===== config.mk =====
export PLATFORM = sky130hd
export DESIGN_NAME = max_track_stream
export DESIGN_NICKNAME = d
export VERILOG_FILES = /design/src/rtl/max_track_pkg.sv /design/src/rtl/max_cmp_sel.sv /design/src/rtl/max_track_stream.sv
export SDC_FILE = /design/constraint.sdc
export NUM_CORES = 1
export LEC_CHECK = 0
export ABC_CLOCK_PERIOD_IN_PS = 3800
export BUFFER_PORTS_ARGS = -buffer_cell sky130_fd_sc_hd__buf_2
export CORE_MARGIN = 3
export CORE_UTILIZATION = 35
export CTS_BUF_LIST = sky130_fd_sc_hd__clkbuf_4 sky130_fd_sc_hd__clkbuf_8 sky130_fd_sc_hd__clkbuf_16
export CTS_CLUSTER_DIAMETER = 200
export DETAILED_ROUTE_END_ITERATION = 12
export PLACE_DENSITY = 0.56
export SLEW_MARGIN = 20
export SYNTH_ARGS = -nofsm -noshare
export SYNTH_HDL_FRONTEND = slang
export SYNTH_HIERARCHICAL = 1
export SYNTH_SLANG_ARGS = --single-unit

===== constraint.sdc =====
create_clock -name CLK -period 3.8 [get_ports CLK]
set_input_delay 0.19 -clock CLK [delete_from_list [all_inputs] [get_ports CLK]]
set_output_delay 0.19 -clock CLK [all_outputs]
set_load 0.03 [all_outputs]

===== src/rtl/max_track_pkg.sv =====
// Shared definitions for the streaming arg-max tracker: default widths,
// a signedness-aware comparison helper and the default-width result record.
package max_track_pkg;

    localparam int DEF_DATA_W = 16;
    localparam int DEF_TAG_W  = 3;
    localparam int DEF_SIGNED = 0;
    localparam int DEF_CNT_W  = 8;

    // Widest value the comparison helper accepts; callers zero-extend into it.
    localparam int MAX_DATA_W = 64;

    typedef struct packed {
        logic [DEF_DATA_W-1:0] max;
        logic [DEF_TAG_W-1:0]  tag;
        logic [DEF_CNT_W-1:0]  count;
        logic                  ovf;
    } max_result_t;

    // Two's-complement order equals unsigned order once the sign bit is inverted.
    function automatic logic greater_than(
        input logic                  is_signed,
        input int unsigned           width,
        input logic [MAX_DATA_W-1:0] a,
        input logic [MAX_DATA_W-1:0] b
    );
        logic [MAX_DATA_W-1:0] bias;
        bias = '0;
        if (is_signed)
            bias[width-1] = 1'b1;
        return (a ^ bias) > (b ^ bias);
    endfunction

endpackage


===== src/rtl/max_cmp_sel.sv =====
// Two-input compare-and-select: the candidate replaces the incumbent only when
// strictly greater, or unconditionally when it is the first item of a frame.
module max_cmp_sel
    import max_track_pkg::*;
#(
    parameter int DATA_W = DEF_DATA_W,
    parameter int TAG_W  = DEF_TAG_W,
    parameter int SIGNED = DEF_SIGNED
) (
    input  logic [DATA_W-1:0] inc_val,
    input  logic [TAG_W-1:0]  inc_tag,
    input  logic [DATA_W-1:0] cand_val,
    input  logic [TAG_W-1:0]  cand_tag,
    input  logic              first,
    output logic [DATA_W-1:0] sel_val,
    output logic [TAG_W-1:0]  sel_tag
);

    logic [MAX_DATA_W-1:0] inc_ext;
    logic [MAX_DATA_W-1:0] cand_ext;
    logic                  cand_wins;

    always_comb begin
        inc_ext               = '0;
        cand_ext              = '0;
        inc_ext[DATA_W-1:0]   = inc_val;
        cand_ext[DATA_W-1:0]  = cand_val;
        // Ties keep the incumbent so the earliest maximum survives.
        cand_wins = first || greater_than(SIGNED != 0, DATA_W, cand_ext, inc_ext);
        sel_val   = cand_wins ? cand_val : inc_val;
        sel_tag   = cand_wins ? cand_tag : inc_tag;
    end

endmodule


===== src/rtl/max_track_stream.sv =====
// Streaming arg-max unit: accumulates (value, tag) items over a frame and
// emits max, tag, saturating item count and overflow once per frame.
module max_track_stream
    import max_track_pkg::*;
#(
    parameter int DATA_W = DEF_DATA_W,
    parameter int TAG_W  = DEF_TAG_W,
    parameter int SIGNED = DEF_SIGNED,
    parameter int CNT_W  = DEF_CNT_W
) (
    input  logic              CLK,
    input  logic              nRST,
    input  logic              CLEAR,
    input  logic              IN_VALID,
    output logic              IN_READY,
    input  logic [DATA_W-1:0] IN_DATA,
    input  logic [TAG_W-1:0]  IN_TAG,
    input  logic              IN_LAST,
    output logic              OUT_VALID,
    input  logic              OUT_READY,
    output logic [DATA_W-1:0] OUT_MAX,
    output logic [TAG_W-1:0]  OUT_TAG,
    output logic [CNT_W-1:0]  OUT_COUNT,
    output logic              OUT_OVF,
    output logic              BUSY
);

    logic [DATA_W-1:0] acc_max_reg, acc_max_next;
    logic [TAG_W-1:0]  acc_tag_reg, acc_tag_next;
    logic [CNT_W-1:0]  acc_cnt_reg, acc_cnt_next;
    logic              acc_ovf_reg, acc_ovf_next;
    logic              acc_any_reg, acc_any_next;

    logic              out_valid_reg, out_valid_next;
    logic [DATA_W-1:0] out_max_reg, out_max_next;
    logic [TAG_W-1:0]  out_tag_reg, out_tag_next;
    logic [CNT_W-1:0]  out_cnt_reg, out_cnt_next;
    logic              out_ovf_reg, out_ovf_next;

    logic              in_ready;
    logic              accept;
    logic [DATA_W-1:0] sel_val;
    logic [TAG_W-1:0]  sel_tag;
    logic              cnt_sat;
    logic [CNT_W-1:0]  cnt_inc;
    logic              ovf_inc;

    assign in_ready = !CLEAR && (!out_valid_reg || OUT_READY);
    assign accept   = IN_VALID && in_ready;
    assign cnt_sat  = &acc_cnt_reg;
    assign cnt_inc  = cnt_sat ? acc_cnt_reg : acc_cnt_reg + CNT_W'(1);
    assign ovf_inc  = acc_ovf_reg || cnt_sat;

    max_cmp_sel #(
        .DATA_W (DATA_W),
        .TAG_W  (TAG_W),
        .SIGNED (SIGNED)
    ) u_cmp (
        .inc_val  (acc_max_reg),
        .inc_tag  (acc_tag_reg),
        .cand_val (IN_DATA),
        .cand_tag (IN_TAG),
        .first    (!acc_any_reg),
        .sel_val  (sel_val),
        .sel_tag  (sel_tag)
    );

    always_comb begin
        acc_max_next   = acc_max_reg;
        acc_tag_next   = acc_tag_reg;
        acc_cnt_next   = acc_cnt_reg;
        acc_ovf_next   = acc_ovf_reg;
        acc_any_next   = acc_any_reg;
        out_valid_next = out_valid_reg;
        out_max_next   = out_max_reg;
        out_tag_next   = out_tag_reg;
        out_cnt_next   = out_cnt_reg;
        out_ovf_next   = out_ovf_reg;

        // A consumed result drops unless a new one replaces it below.
        if (out_valid_reg && OUT_READY)
            out_valid_next = 1'b0;

        if (CLEAR) begin
            acc_any_next = 1'b0;
            acc_cnt_next = '0;
            acc_ovf_next = 1'b0;
        end else if (accept) begin
            if (IN_LAST) begin
                out_valid_next = 1'b1;
                out_max_next   = sel_val;
                out_tag_next   = sel_tag;
                out_cnt_next   = cnt_inc;
                out_ovf_next   = ovf_inc;
                acc_any_next   = 1'b0;
                acc_cnt_next   = '0;
                acc_ovf_next   = 1'b0;
            end else begin
                acc_max_next = sel_val;
                acc_tag_next = sel_tag;
                acc_cnt_next = cnt_inc;
                acc_ovf_next = ovf_inc;
                acc_any_next = 1'b1;
            end
        end
    end

    always_ff @(posedge CLK or negedge nRST) begin
        if (!nRST) begin
            acc_max_reg   <= '0;
            acc_tag_reg   <= '0;
            acc_cnt_reg   <= '0;
            acc_ovf_reg   <= 1'b0;
            acc_any_reg   <= 1'b0;
            out_valid_reg <= 1'b0;
            out_max_reg   <= '0;
            out_tag_reg   <= '0;
            out_cnt_reg   <= '0;
            out_ovf_reg   <= 1'b0;
        end else begin
            acc_max_reg   <= acc_max_next;
            acc_tag_reg   <= acc_tag_next;
            acc_cnt_reg   <= acc_cnt_next;
            acc_ovf_reg   <= acc_ovf_next;
            acc_any_reg   <= acc_any_next;
            out_valid_reg <= out_valid_next;
            out_max_reg   <= out_max_next;
            out_tag_reg   <= out_tag_next;
            out_cnt_reg   <= out_cnt_next;
            out_ovf_reg   <= out_ovf_next;
        end
    end

    assign IN_READY  = in_ready;
    assign OUT_VALID = out_valid_reg;
    assign OUT_MAX   = out_max_reg;
    assign OUT_TAG   = out_tag_reg;
    assign OUT_COUNT = out_cnt_reg;
    assign OUT_OVF   = out_ovf_reg;
    assign BUSY      = acc_any_reg;

endmodule


# Word level (Yosys, flattened, before mapping)
# Cells that the tools add are included.
[word_totals] latch_bits=0 out_inout_bits=31 register_bits=58 mem_bits_ro=0 ram_bits=0 mem_count=0 elab_cells=43
[op_classes] add_sub_neg=1 n_mux=16 div=0 mul=0 magnitude_cmp=1 shift=0 reduce_logical=13 eq_ne=0 n_bitwise=2
[ops] op="$mux 8" count=4
[ops] op="$gt 16x16->1" count=1
[ops] op="$mux 16" count=1
[ops] op="$mux 1" count=10
[ops] op="$add 8x1->8 const B" count=1
[ops] op="$reduce_and 8->1" count=1
[ops] op="$reduce_and 3->1" count=2
[ops] op="$logic_and 1x1->1" count=3
[ops] op="$logic_not 1->1" count=3
[ops] op="$logic_or 1x1->1" count=3
[ops] op="$mux 3" count=1
[ops] op="$not 1->1" count=2
[ops] op="$reduce_bool 2->1" count=1

# Longest topological paths before layout
[depth] word_depth=6 ltp_mapped=11 depth_no_buf=10

# Cells and area by module
# The synthesis kept the hierarchy.
[by_module_without_submodules] mod="max_track_stream" instances=1 area_per_inst_um2=2453.6 cells_each=231
[by_module_without_submodules] mod="max_cmp_sel" instances=1 area_per_inst_um2=663.1 cells_each=80

# Worst setup path before layout
# Ideal clock, no wire load.
[synth_path] path_type="register to register" start="register acc_max_reg[15]" end="register acc_max_reg[10]" setup_slack_ns=1.081 stages_incl_launch_ff=10 required_time_ns=3.675 setup_time_ns=0.125 synth_period_minus_slack_ns=2.719 t_arrival_ns=2.595 path_cell_list="dfrtp_1 > inv_1 > ha_1 > nand4_2 > nor2_1 > or3_4 > o41ai_4 > buf_6 > mux2_2 > mux2_2"
[synth_via] elab_chain_len=3
[synth_lines] item="start: declaration" line="max_track_stream.sv:28" text="logic [DATA_W-1:0] acc_max_reg, acc_max_next;"
[synth_lines] item="start signal: assignment" line="max_track_stream.sv:121" text="acc_max_reg <= acc_max_next;"
[synth_lines] item="$gt 16x16->1" line="max_track_pkg.sv:31" text="return (a ^ bias) > (b ^ bias);"
[synth_lines] item="$logic_or 1x1->1" line="max_cmp_sel.sv:29" text="cand_wins = first || greater_than(SIGNED != 0, DATA_W, cand_ext, inc_ext);"
[synth_lines] item="$mux 16" line="max_cmp_sel.sv:30" text="sel_val = cand_wins ? cand_val : inc_val;"
[synth_lines] item="net sel_val[10]" line="max_track_stream.sv:42" text="logic [DATA_W-1:0] sel_val;"
# The timed path passes the listed nets, and every way through them passes these cells.
# A chain may end at the register's enable or synchronous reset.

# Worst setup path after layout
[layout_path] start="register acc_max_reg[15]" end="register acc_max_reg[7]"
# The elaborated chain is that of the path after synthesis.

==> flow_summary.toml <==
[global_route]
antenna_found_initial = 0
overflow = 0
grt_first_pass_wirelength_um = 11830
grt_max_degree = 38
grt_use_met2_pct = 24.41
grt-busiest-layer = "met2"
grt_util_met3_pct = 4.587
grt_pass1_vias = 2409
met1_usage_pct = 19.11
globalRouteTotalUtil_pct = 14.82

[die]
die_y_um = 100.4
core-area_mm2 = 0.008423
start_util_pct = 37.00
rows = 33
io_pins = 56
die_w_um = 100.4
die_area_mm2 = 0.01007

[detailed_routing]
drt_iter0_drc = 67
firstDrtPassIters = 4
vias_per_cell = 4.925
via_count = 2359
antenna_left = 0
wl_per_cell_um = 14.05
routed_wl_um = 6732
drc = 0

[clock_network]
postCtsSetupBuffers = 0
clock_latency_ps = 340
cts_inserted_buffers = 9
cts_tree = "yes"
cts-root-buf = "clkbuf_8"
htreeDepth = 3
clock_sinks = 58
post_cts_resized = 0
clock_path_buffers = 2
clk_pin_slew_worst_paths_ps = 60

[layout]
nFillCells = 855
final_core_util_pct = 43.88
final_nets = 412
antenna_cells = 0
area_growth_pct = 18.59
stdcell_area_mm2 = 0.003696
drive_gt1_share_pct = 33.16

[synth]
ys_ff_latch = 58
yosysMostFrequentCell = "nand2_1"
ys_types = 40
syn_area_per_cell_um2 = 10.02
ys_warn_count = 6
synth_nets = 353
synth_top_area_share_pct = 46.57
syn_inst = 311
yosysSeqAreaShare_pct = 46.57
ys.flop_type = "dfrtp_1"
synth_commonest_cells = "nand2_1 (78), dfrtp_1 (58), mux2_2 (38)"
synthArstFlopShare_pct = 100.0
synth_edf_count = 0
synth_top_area_cell = "dfrtp_1"
netlist_area_mm2 = 0.003117
synth_area_leaders = "dfrtp_1 (47%), mux2_2 (14%), nand2_1 (9.4%), ha_1 (6.8%), a21oi_1 (2.9%)"

[timing]
period_minus_slack_ps = 3005
fin_crit_sh_pct = 79.08
setup_ws_ps = 794.8
rsz0062_at_grt = "false"
skew_ps = 7.414
slew_viol_final = 0
fmax_mhz = 332.8
setup_viol = 0
tightest_slew_ps = 684.1
worst_slew_margin_rel_pct = 54.39
tns_ps = 0
hold_viol = 0

[setup_path]
cp_max_fo = 12
setup.worst_path.end_class = "flip-flop"
cp-startpoint = "acc_max_reg[15]$_DFFE_PN0P_"
start_kind = "flip-flop"
worst_r2r_startpoint = "acc_max_reg[15]$_DFFE_PN0P_"
crit_arrival_ps = 3220
cp.required_ps = 4020
critical_path_class = "reg2reg"

[placed_design]
io_buffers = 55
dp_worst_setup_slack_ps = 811.1
dp_hpwl_um = 4708
gp_congestion = 0.7518
place_area_mm2 = 0.003477

[outcome]
outcome = "complete, no violations"

[worst_hold_path]
min_path_type = "in2reg"
min_from = "OUT_READY"

[pwr]
vdd_ir_drop_max_mv = 0.1780
power_density_mw_per_mm2 = 513.2
total_leakage_power_nw = 1.829

[flow_run]
max_cap_violations = 0
==> metal layers <==
layer | up-vias | routed length, um
met5 | - | 0
li1 | 1171 | -
met3 | 8 | 313
met1 | 1137 | 3110
met2 | 43 | 3242
met4 | 0 | 65
==> critical path: stages (launching register included) <==
cell and delay, ps:
dfrtp_1 360, inv_1 50, ha_1 330, nand4_2 150, nor2_1 60, or3_4 370, o41ai_4 590, buf_4 340
mux2_2 370, mux2_2 260
==> worst paths after layout <==
kind	slack, ps	endpoint	depth (start not counted)
max in group asynchronous	2530	acc_max_reg[13]$_DFFE_PN0P_	3
hold / removal	180	OUT_VALID$_DFF_PN0_	3
setup / recovery	790	acc_max_reg[7]$_DFFE_PN0P_	9
min in group asynchronous	420	OUT_MAX[6]$_DFFE_PN0P_	2
hold reg to reg	470	OUT_MAX[11]$_DFFE_PN0P_	2
setup reg to reg	790	acc_max_reg[7]$_DFFE_PN0P_	9
==> repair_timing <==
item                                    in CTS  in global routing
hold endpoints to repair                    27                  0
hold buffers                                 1                  0
endpoints found under the setup margin       0                  0
==> cell type report <==
class	instances	area, um2	share of cell area, %
clock buffers	13	172.7	4.672
flip-flops and latches	58	1451	39.27
repair buffers	60	315.3	8.531
inverters	22	82.58	2.234
clock inverters	2	35.03	0.9479
well taps	105	131.4	3.555
multi-input cells	219	1508	40.79
==> power by group <==
group / switching, mW / internal [mW]
logic: 0.304 / 0.199
clock network: 0.245 / 0.360
registers: 0.0624 / 0.727
total: 0.612 / 1.28
==> per-stage QoR <==
step	hold slack, ps	total power, mW	instances
floorplan	-105.6	1.159	311
global placement	261.2	1.295	463
detailed placement	258.8	1.311	463
CTS	163.9	1.924	479
global route	175.7	2.021	479
finish	176.0	1.897	479
==> layout by cell type (no fill, tap or decap), types with 2 or more instances in the layout <==
master | netlist | layout
nand2_1 | 78 | 78
dfrtp_1 | 58 | 58
buf_2 | 5 | 55
mux2_2 | 38 | 38
inv_1 | 22 | 22
a21oi_1 | 18 | 18
ha_1 | 17 | 17
nor2_1 | 13 | 13
o21ai_0 | 13 | 13
clkbuf_8 | 0 | 12
nand4_1 | 4 | 4
buf_4 | 1 | 4
a31oi_1 | 3 | 3
xnor2_1 | 3 | 3
a21o_1 | 3 | 3
nor3_1 | 3 | 3
xor2_1 | 2 | 2
a22o_1 | 2 | 2
nand3_1 | 2 | 2
==> kinds of logic after synthesis <==
family / Yosys count / synth area share (%)
flops: 58 / 46.57
mux: 38 / 13.73
simple gates: 115 / 17.30
fa+ha+maj: 17 / 6.824
xor+xnor: 5 / 1.405
compound gates: 44 / 8.792
buf+inv: 34 / 5.379
No activity file was read; power rests on OpenSTA's default activity.
